## src/rtl/axil_pkg.sv

```systemverilog
// Shared response codes and FSM state encodings for the AXI4-Lite register slave.
package axil_pkg;

  typedef enum logic [1:0] {
    OKAY   = 2'b00,
    SLVERR = 2'b10
  } resp_t;

  typedef enum logic [1:0] {
    W_IDLE      = 2'b00,
    W_HAVE_ADDR = 2'b01,
    W_HAVE_DATA = 2'b10,
    W_RESP      = 2'b11
  } w_state_t;

  typedef enum logic {
    R_IDLE = 1'b0,
    R_DATA = 1'b1
  } r_state_t;

endpackage

```

## src/rtl/axil_if.sv

```systemverilog
// AXI4-Lite bus bundle; WSTRB exists only when AXIL_WSTRB_EN is defined.
interface axil_if #(
  parameter int ADDR_W = 4,
  parameter int DATA_W = 32
);
  logic [ADDR_W-1:0]   AWADDR;
  logic                AWVALID;
  logic                AWREADY;
  logic [DATA_W-1:0]   WDATA;
`ifdef AXIL_WSTRB_EN
  logic [DATA_W/8-1:0] WSTRB;
`endif
  logic                WVALID;
  logic                WREADY;
  logic [1:0]          BRESP;
  logic                BVALID;
  logic                BREADY;
  logic [ADDR_W-1:0]   ARADDR;
  logic                ARVALID;
  logic                ARREADY;
  logic [DATA_W-1:0]   RDATA;
  logic [1:0]          RRESP;
  logic                RVALID;
  logic                RREADY;

  modport master (
    output AWADDR, AWVALID, WDATA, WVALID, BREADY, ARADDR, ARVALID, RREADY,
`ifdef AXIL_WSTRB_EN
    output WSTRB,
`endif
    input  AWREADY, WREADY, BRESP, BVALID, ARREADY, RDATA, RRESP, RVALID
  );

  modport slave (
    input  AWADDR, AWVALID, WDATA, WVALID, BREADY, ARADDR, ARVALID, RREADY,
`ifdef AXIL_WSTRB_EN
    input  WSTRB,
`endif
    output AWREADY, WREADY, BRESP, BVALID, ARREADY, RDATA, RRESP, RVALID
  );
endinterface

```

## src/rtl/axil_regfile.sv

```systemverilog
// Register array with byte-strobe merge and one-cycle write pulses.
module axil_regfile
  import axil_pkg::*;
#(
  parameter int DATA_W   = 32,
  parameter int NUM_REGS = 4,
  parameter int IDX_W    = 2
) (
  input  logic                       ACLK,
  input  logic                       ARESETn,
  input  logic                       wr_en,
  input  logic [IDX_W-1:0]           wr_idx,
  input  logic [DATA_W-1:0]          wr_data,
  input  logic [DATA_W/8-1:0]        wr_strb,
  output logic [NUM_REGS*DATA_W-1:0] regs_flat,
  output logic [NUM_REGS-1:0]        wr_pulse
);

  logic [NUM_REGS*DATA_W-1:0] regs_r;
  logic [NUM_REGS-1:0]        pulse_r;

  function automatic logic [DATA_W-1:0] merge_bytes(input logic [DATA_W-1:0]   old_v,
                                                    input logic [DATA_W-1:0]   new_v,
                                                    input logic [DATA_W/8-1:0] strb);
    logic [DATA_W-1:0] res;
    for (int b = 0; b < DATA_W/8; b++) begin
      res[b*8 +: 8] = strb[b] ? new_v[b*8 +: 8] : old_v[b*8 +: 8];
    end
    return res;
  endfunction

  // Register storage and write pulse generation
  always_ff @(posedge ACLK) begin
    if (!ARESETn) begin
      regs_r  <= {(NUM_REGS*DATA_W){1'b0}};
      pulse_r <= {NUM_REGS{1'b0}};
    end else begin
      pulse_r <= {NUM_REGS{1'b0}};
      for (int i = 0; i < NUM_REGS; i++) begin
        if (wr_en && (wr_idx == IDX_W'(i))) begin
          regs_r[i*DATA_W +: DATA_W] <= merge_bytes(regs_r[i*DATA_W +: DATA_W], wr_data, wr_strb);
          pulse_r[i]                 <= 1'b1;
        end
      end
    end
  end

  assign regs_flat = regs_r;
  assign wr_pulse  = pulse_r;

endmodule

```

## src/rtl/axil_reg_slave.sv

```systemverilog
// AXI4-Lite register slave: independent write and read handshake FSMs around axil_regfile.
// Optional byte strobes are enabled with the AXIL_WSTRB_EN macro.
module axil_reg_slave
  import axil_pkg::*;
#(
  parameter int DATA_W   = 32,
  parameter int NUM_REGS = 4,
  parameter int ADDR_W   = 4
) (
  input  logic                       ACLK,
  input  logic                       ARESETn,
  axil_if.slave                      s_axil,
  output logic [NUM_REGS*DATA_W-1:0] regs_o,
  output logic [NUM_REGS-1:0]        wr_pulse_o
);

  localparam int STRB_W = DATA_W / 8;
  localparam int OFF_W  = $clog2(STRB_W);
  localparam int IDX_W  = ADDR_W - OFF_W;

  // Extra top bit so NUM_REGS == 2**IDX_W still compares correctly
  function automatic logic idx_ok(input logic [IDX_W-1:0] idx);
    return ({1'b0, idx} < (IDX_W+1)'(NUM_REGS));
  endfunction

  w_state_t            w_state_r, w_next_s;
  logic [IDX_W-1:0]    aw_idx_r, aw_idx_in_s, cm_idx_s;
  logic [DATA_W-1:0]   wdata_r, cm_data_s;
  logic [STRB_W-1:0]   wstrb_r, wstrb_in_s, cm_strb_s;
  resp_t               bresp_r;
  logic                aw_rdy_s, w_rdy_s, aw_hs_s, w_hs_s;
  logic                latch_aw_s, latch_w_s, commit_s;

  r_state_t            r_state_r, r_next_s;
  logic [IDX_W-1:0]    ar_idx_s;
  logic [DATA_W-1:0]   rd_word_s, rdata_r;
  resp_t               rresp_r;
  logic                ar_rdy_s, ar_hs_s;
  logic [NUM_REGS*DATA_W-1:0] regs_flat_s;

`ifdef AXIL_WSTRB_EN
  assign wstrb_in_s = s_axil.WSTRB;
`else
  assign wstrb_in_s = {STRB_W{1'b1}};
`endif

  assign aw_idx_in_s = s_axil.AWADDR[ADDR_W-1:OFF_W];
  assign aw_rdy_s    = ARESETn && ((w_state_r == W_IDLE) || (w_state_r == W_HAVE_DATA));
  assign w_rdy_s     = ARESETn && ((w_state_r == W_IDLE) || (w_state_r == W_HAVE_ADDR));
  assign aw_hs_s     = s_axil.AWVALID && aw_rdy_s;
  assign w_hs_s      = s_axil.WVALID && w_rdy_s;

  // Write FSM next state; the commit takes whichever half is arriving live
  always_comb begin
    w_next_s   = w_state_r;
    latch_aw_s = 1'b0;
    latch_w_s  = 1'b0;
    commit_s   = 1'b0;
    cm_idx_s   = aw_idx_r;
    cm_data_s  = wdata_r;
    cm_strb_s  = wstrb_r;
    case (w_state_r)
      W_IDLE: begin
        if (aw_hs_s && w_hs_s) begin
          w_next_s  = W_RESP;
          commit_s  = 1'b1;
          cm_idx_s  = aw_idx_in_s;
          cm_data_s = s_axil.WDATA;
          cm_strb_s = wstrb_in_s;
        end else if (aw_hs_s) begin
          w_next_s   = W_HAVE_ADDR;
          latch_aw_s = 1'b1;
        end else if (w_hs_s) begin
          w_next_s  = W_HAVE_DATA;
          latch_w_s = 1'b1;
        end else begin
          w_next_s = W_IDLE;
        end
      end
      W_HAVE_ADDR: begin
        if (w_hs_s) begin
          w_next_s  = W_RESP;
          commit_s  = 1'b1;
          cm_data_s = s_axil.WDATA;
          cm_strb_s = wstrb_in_s;
        end else begin
          w_next_s = W_HAVE_ADDR;
        end
      end
      W_HAVE_DATA: begin
        if (aw_hs_s) begin
          w_next_s = W_RESP;
          commit_s = 1'b1;
          cm_idx_s = aw_idx_in_s;
        end else begin
          w_next_s = W_HAVE_DATA;
        end
      end
      W_RESP: begin
        if (s_axil.BREADY) begin
          w_next_s = W_IDLE;
        end else begin
          w_next_s = W_RESP;
        end
      end
      default: w_next_s = W_IDLE;
    endcase
  end

  // Write FSM state, half-transaction holding registers and response code
  always_ff @(posedge ACLK) begin
    if (!ARESETn) begin
      w_state_r <= W_IDLE;
      aw_idx_r  <= {IDX_W{1'b0}};
      wdata_r   <= {DATA_W{1'b0}};
      wstrb_r   <= {STRB_W{1'b0}};
      bresp_r   <= OKAY;
    end else begin
      w_state_r <= w_next_s;
      if (latch_aw_s) aw_idx_r <= aw_idx_in_s;
      if (latch_w_s) begin
        wdata_r <= s_axil.WDATA;
        wstrb_r <= wstrb_in_s;
      end
      if (commit_s) bresp_r <= idx_ok(cm_idx_s) ? OKAY : SLVERR;
    end
  end

  axil_regfile #(
    .DATA_W   (DATA_W),
    .NUM_REGS (NUM_REGS),
    .IDX_W    (IDX_W)
  ) u_regfile (
    .ACLK      (ACLK),
    .ARESETn   (ARESETn),
    .wr_en     (commit_s && idx_ok(cm_idx_s)),
    .wr_idx    (cm_idx_s),
    .wr_data   (cm_data_s),
    .wr_strb   (cm_strb_s),
    .regs_flat (regs_flat_s),
    .wr_pulse  (wr_pulse_o)
  );

  assign ar_idx_s = s_axil.ARADDR[ADDR_W-1:OFF_W];
  assign ar_rdy_s = ARESETn && (r_state_r == R_IDLE);
  assign ar_hs_s  = s_axil.ARVALID && ar_rdy_s;

  // Read mux as an OR of masked words so an out-of-range index yields zero
  always_comb begin
    rd_word_s = {DATA_W{1'b0}};
    for (int i = 0; i < NUM_REGS; i++) begin
      rd_word_s = rd_word_s | (regs_flat_s[i*DATA_W +: DATA_W] & {DATA_W{ar_idx_s == IDX_W'(i)}});
    end
  end

  // Read FSM next state
  always_comb begin
    r_next_s = r_state_r;
    case (r_state_r)
      R_IDLE: begin
        if (ar_hs_s) r_next_s = R_DATA;
        else         r_next_s = R_IDLE;
      end
      R_DATA: begin
        if (s_axil.RREADY) r_next_s = R_IDLE;
        else               r_next_s = R_DATA;
      end
      default: r_next_s = R_IDLE;
    endcase
  end

  // Read FSM state and registered read response
  always_ff @(posedge ACLK) begin
    if (!ARESETn) begin
      r_state_r <= R_IDLE;
      rdata_r   <= {DATA_W{1'b0}};
      rresp_r   <= OKAY;
    end else begin
      r_state_r <= r_next_s;
      if (ar_hs_s) begin
        rdata_r <= idx_ok(ar_idx_s) ? rd_word_s : {DATA_W{1'b0}};
        rresp_r <= idx_ok(ar_idx_s) ? OKAY : SLVERR;
      end
    end
  end

  assign s_axil.AWREADY = aw_rdy_s;
  assign s_axil.WREADY  = w_rdy_s;
  assign s_axil.BVALID  = (w_state_r == W_RESP);
  assign s_axil.BRESP   = bresp_r;
  assign s_axil.ARREADY = ar_rdy_s;
  assign s_axil.RVALID  = (r_state_r == R_DATA);
  assign s_axil.RDATA   = rdata_r;
  assign s_axil.RRESP   = rresp_r;
  assign regs_o         = regs_flat_s;

endmodule

```

## src/flat_wrapper.sv

```systemverilog
// flat-port wrapper written by rule: the top's interface ports become plain ports
module axil_reg_slave_flat import axil_pkg::*;
#(
  parameter int DATA_W   = 32,
  parameter int NUM_REGS = 4,
  parameter int ADDR_W   = 4
)
  (ACLK, ARESETn, regs_o, wr_pulse_o, s_axil_AWADDR, s_axil_AWVALID, s_axil_WDATA, s_axil_WVALID, s_axil_BREADY, s_axil_ARADDR, s_axil_ARVALID, s_axil_RREADY, s_axil_AWREADY, s_axil_WREADY, s_axil_BRESP, s_axil_BVALID, s_axil_ARREADY, s_axil_RDATA, s_axil_RRESP, s_axil_RVALID);
  axil_if #(.ADDR_W(ADDR_W), .DATA_W(DATA_W)) s_axil_i ();
  input  logic ACLK;
  input  logic ARESETn;
  output logic [NUM_REGS*DATA_W-1:0] regs_o;
  output logic [NUM_REGS-1:0] wr_pulse_o;
  input wire logic [$bits(s_axil_i.AWADDR)-1:0] s_axil_AWADDR;
  input wire logic [$bits(s_axil_i.AWVALID)-1:0] s_axil_AWVALID;
  input wire logic [$bits(s_axil_i.WDATA)-1:0] s_axil_WDATA;
  input wire logic [$bits(s_axil_i.WVALID)-1:0] s_axil_WVALID;
  input wire logic [$bits(s_axil_i.BREADY)-1:0] s_axil_BREADY;
  input wire logic [$bits(s_axil_i.ARADDR)-1:0] s_axil_ARADDR;
  input wire logic [$bits(s_axil_i.ARVALID)-1:0] s_axil_ARVALID;
  input wire logic [$bits(s_axil_i.RREADY)-1:0] s_axil_RREADY;
  output wire logic [$bits(s_axil_i.AWREADY)-1:0] s_axil_AWREADY;
  output wire logic [$bits(s_axil_i.WREADY)-1:0] s_axil_WREADY;
  output wire logic [$bits(s_axil_i.BRESP)-1:0] s_axil_BRESP;
  output wire logic [$bits(s_axil_i.BVALID)-1:0] s_axil_BVALID;
  output wire logic [$bits(s_axil_i.ARREADY)-1:0] s_axil_ARREADY;
  output wire logic [$bits(s_axil_i.RDATA)-1:0] s_axil_RDATA;
  output wire logic [$bits(s_axil_i.RRESP)-1:0] s_axil_RRESP;
  output wire logic [$bits(s_axil_i.RVALID)-1:0] s_axil_RVALID;
  assign s_axil_i.AWADDR = s_axil_AWADDR;
  assign s_axil_i.AWVALID = s_axil_AWVALID;
  assign s_axil_i.WDATA = s_axil_WDATA;
  assign s_axil_i.WVALID = s_axil_WVALID;
  assign s_axil_i.BREADY = s_axil_BREADY;
  assign s_axil_i.ARADDR = s_axil_ARADDR;
  assign s_axil_i.ARVALID = s_axil_ARVALID;
  assign s_axil_i.RREADY = s_axil_RREADY;
  assign s_axil_AWREADY = s_axil_i.AWREADY;
  assign s_axil_WREADY = s_axil_i.WREADY;
  assign s_axil_BRESP = s_axil_i.BRESP;
  assign s_axil_BVALID = s_axil_i.BVALID;
  assign s_axil_ARREADY = s_axil_i.ARREADY;
  assign s_axil_RDATA = s_axil_i.RDATA;
  assign s_axil_RRESP = s_axil_i.RRESP;
  assign s_axil_RVALID = s_axil_i.RVALID;
  axil_reg_slave #(.DATA_W(DATA_W), .NUM_REGS(NUM_REGS), .ADDR_W(ADDR_W)) u_core (.ACLK(ACLK), .ARESETn(ARESETn), .s_axil(s_axil_i), .regs_o(regs_o), .wr_pulse_o(wr_pulse_o));
endmodule
```

## config.mk

```make
export PLATFORM = sky130hd
export DESIGN_NAME = axil_reg_slave_flat
export DESIGN_NICKNAME = d
export VERILOG_FILES = /design/src/rtl/axil_pkg.sv /design/src/rtl/axil_if.sv /design/src/rtl/axil_regfile.sv /design/src/rtl/axil_reg_slave.sv /design/src/flat_wrapper.sv
export SDC_FILE = /design/constraint.sdc
export NUM_CORES = 1
export LEC_CHECK = 0
export ABC_CLOCK_PERIOD_IN_PS = 2000
export CAP_MARGIN = 20
export CORE_ASPECT_RATIO = 0.5
export CORE_UTILIZATION = 30
export DETAILED_ROUTE_END_ITERATION = 7
export GPL_TIMING_DRIVEN = 0
export HOLD_SLACK_MARGIN = 0.02
export SLEW_MARGIN = 5
export SYNTH_ARGS = -nofsm -noshare
export SYNTH_HDL_FRONTEND = slang
export SYNTH_SLANG_ARGS = --single-unit
```

## constraint.sdc

```tcl
create_clock -name ACLK -period 2 [get_ports ACLK]
set_clock_uncertainty 0.05 [all_clocks]
set_input_delay 0.6 -clock ACLK [delete_from_list [all_inputs] [get_ports ACLK]]
set_output_delay 0.6 -clock ACLK [all_outputs]
set_load 0.03 [all_outputs]
```

==> metrics.yaml <==
maxSlewHeadroom_pct: 49.1
portBuffers: 209
syn_inst: 833
power_density_nw_per_um2: 735
fin_area_sq_um: 11700
cts_sinks: 202
cp_data_arrival_time_ns: 2.29
fillCellCount: 2644
nets: 1118
min_period_ns: 1.98
max-cap-violations: 0
num_vias: 6916
status: "completed"
finalCritPeriodShare_pct: 99.2
clkTransAtPathRegs_ns: 0.07
fin_ws_ns: 0.0159
dp_hpwl_microns: 22300
hold-path-cell-count: 2
overflow: 0
cts_htree_levels: 1
dp_slack_ns: -1.27
layout.cells.non_filler: 1459
wl_per_cell_microns: 19.7
fp.dieArea_sq_um: 28400
placementRows: 42
die_height_microns: 120
die_width_microns: 237
drive_above_1_share_pct: 13.7
vias_per_cell: 4.74
cp_cell_sequence: "nand2b_1 -> nor3_4 -> buf_4 -> buf_4 -> mux2i_1 -> mux2i_1"
insertion_delay_ns: 0.49
end_kind: "flip-flop"
rsz0062_at_grt: "yes"
postSynthAreaPerCell_sq_um: 9.98
synth_seq_area_share_pct: 48.6
rr_worst_depth: 6
grt_start_max_net_pins: 15
area_delta_synth_final_pct: 40.7
clockBufferDepth: 3
hp-class: "reg2reg"
cpPeakStageDelay_ns: 0.46
hold_viol: 0
antenna_left: 0
grt_pass1_vias: 6853
drtPass1Iterations: 5
place_congestion: 0.856
cts_root_buf: "clkbuf_16"
coreArea_sq_um: 26900
tritoncts: "done"
fmax_mhz: 504
setup-violations-final: 0
ys_seq_elements: 202
antenna_found_initial: 1
placedCellCount: 1419
worstSetupStartpointType: "flip-flop"
track_usage_pct: 20.0
ys_warn_count: 0
ios: 220
yosysUniqueCellTypes: 37
route.detailed.drc: 0
crit_type: "reg2reg"
cts-buffers-inserted: 20
drtIter0Drc: 386
drt_wl_total_microns: 28700
hold-worst-slack_ns: 0.403
crit_path_top_delay_cell: "mux2i_1"
power.leakage_nw: 5.61
start_util_pct: 31.0
worstPathMaxFanout: 10
grt_pass1_wl_microns: 42800
netlist_area_sq_um: 8320
tightest_slew_ns: 0.763
crit_required_ns: 2.31
slew_viol_final: 0
ir_drop_mv: 0.561
fin_tns_setup_ns: 0
placed_area_sq_um: 10900
## final timing paths
check                          startpoint                        endpoint  slack (ns)
setup reg to reg      u_core.w_state_r[1]  u_core.u_regfile.regs_flat[53]        0.02
setup / recovery      u_core.w_state_r[1]  u_core.u_regfile.regs_flat[53]        0.02
hold reg to reg   u_core.s_axil.RDATA[16]         u_core.s_axil.RDATA[16]        0.40
hold / removal    u_core.s_axil.RDATA[16]         u_core.s_axil.RDATA[16]        0.40
## flip-flops by register name, indices dropped and copies added (netlist names)
name                        flops
u_core.u_regfile.wr_pulse       4
u_core.u_regfile.regs_flat    128
u_core.wdata_r                 32
u_core.s_axil.RDATA            32
u_core.s_axil.RVALID            1
u_core.aw_idx_r                 2
u_core.w_state_r                2
u_core.wstrb_r                  1
## critical path: cells and delay by family, from the launching register on
kind | cells | cell delay [ns]
buffers and inverters | 2 | 0.41
flip-flops | 1 | 0.38
multiplexers | 2 | 0.59
AND/OR/NAND/NOR | 2 | 0.42
## cell usage after synthesis
cell,n,area share (%)
nor3_2,1,0.12
a211oi_2,1,0.15
buf_6,4,0.54
o21bai_1,2,0.18
a211oi_1,3,0.27
o21ai_0,33,2.0
nand2b_4,1,0.17
buf_4,13,1.2
a21bo_1,1,0.12
nand2b_1,1,0.075
mux2i_1,162,19
o21a_1,1,0.090
mux4_2,32,8.7
clkbuf_1,40,1.8
inv_1,3,0.14
o31ai_1,1,0.090
nand3_1,2,0.12
a21o_1,1,0.090
nand4_1,1,0.075
and2_1,2,0.15
a21oi_1,34,2.0
and4_1,1,0.11
and3_1,1,0.075
nand2_1,258,12
nor3_1,2,0.12
or4_4,1,0.14
buf_2,6,0.36
o21ai_1,3,0.18
dfxtp_1,202,49
nor2b_1,3,0.23
conb_1,1,0.045
o21ai_2,1,0.11
nand3b_1,1,0.090
o211a_1,1,0.12
buf_1,2,0.090
nor4_1,1,0.075
nor2_1,10,0.45
## placed cells by master (no fill, tap or decap), types with 3 or more instances in the layout
master / netlist / layout
clkbuf_2: 0 / 17
o21ai_0: 33 / 33
mux2i_4: 0 / 15
clkdlybuf4s15_1: 0 / 7
buf_2: 6 / 4
mux4_2: 32 / 32
clkbuf_16: 0 / 21
dlygate4sd2_1: 0 / 159
buf_6: 4 / 6
nand2_1: 258 / 258
a21oi_1: 34 / 34
clkbuf_1: 40 / 30
nor2_1: 10 / 7
buf_4: 13 / 18
dfxtp_1: 202 / 200
mux2i_2: 0 / 7
mux2i_1: 162 / 140
conb_1: 1 / 4
clkbuf_8: 0 / 5
clkdlybuf4s50_1: 0 / 35
clkinv_2: 0 / 3
a211oi_1: 3 / 3
## final cells by class
class / instances / area (sq um) / share of cell area, %
Buffer: 65 / 379 / 3.24
Sequential cell: 202 / 4050 / 34.6
Tap cell: 374 / 468 / 4.00
Clock buffer: 31 / 603 / 5.16
Timing Repair Buffer: 213 / 1920 / 16.4
Antenna cell: 1 / 2.50 / 0.0214
Inverter: 3 / 11.3 / 0.0963
Clock inverter: 4 / 45.0 / 0.385
Multi-Input combinational cell: 566 / 4220 / 36.1
## per-layer routing
metal | wire length, microns | part of all wire, % | global-route usage, %
met5 | 0 | 0 | 0
met4 | 689 | 2.4 | 5.24
met3 | 1230 | 4.3 | 3.15
met2 | 13600 | 47 | 33.1
met1 | 13200 | 46 | 27.1
## power by group
group          switching, W  internal [W]  total [W]
Combinational      0.000455      0.000290   0.000746
Sequential        0.0000390       0.00407    0.00410
Clock               0.00155       0.00220    0.00375
## cell families after synthesis
logic type / after synthesis / share of synthesized area (%)
multiplexers: 194 / 28.2
flip-flops: 202 / 48.6
AO/OA/AOI/OAI: 82 / 5.43
AND/OR/NAND/NOR: 286 / 13.6
other: 1 / 0.0451
buffers and inverters: 68 / 4.11
## through the flow
| step | power, W | util [%] |
|---|---|---|
| after global routing | 0.00889 | 43.6 |
| after global placement | 0.00487 | 40.6 |
| after detailed placement | 0.00488 | 40.6 |
| final | 0.00859 | 43.6 |
| after CTS | 0.00866 | 43.3 |
| after floorplan | 0.00457 | - |
## what timing repair did
item                                    CTS  global route
hold buffers                              0             0
buffers inserted                          4             0
gates resized for setup                 250            47
pin swaps                                 3             0
endpoints found under the setup margin  366           145
(Power assumes the default switching activity.)
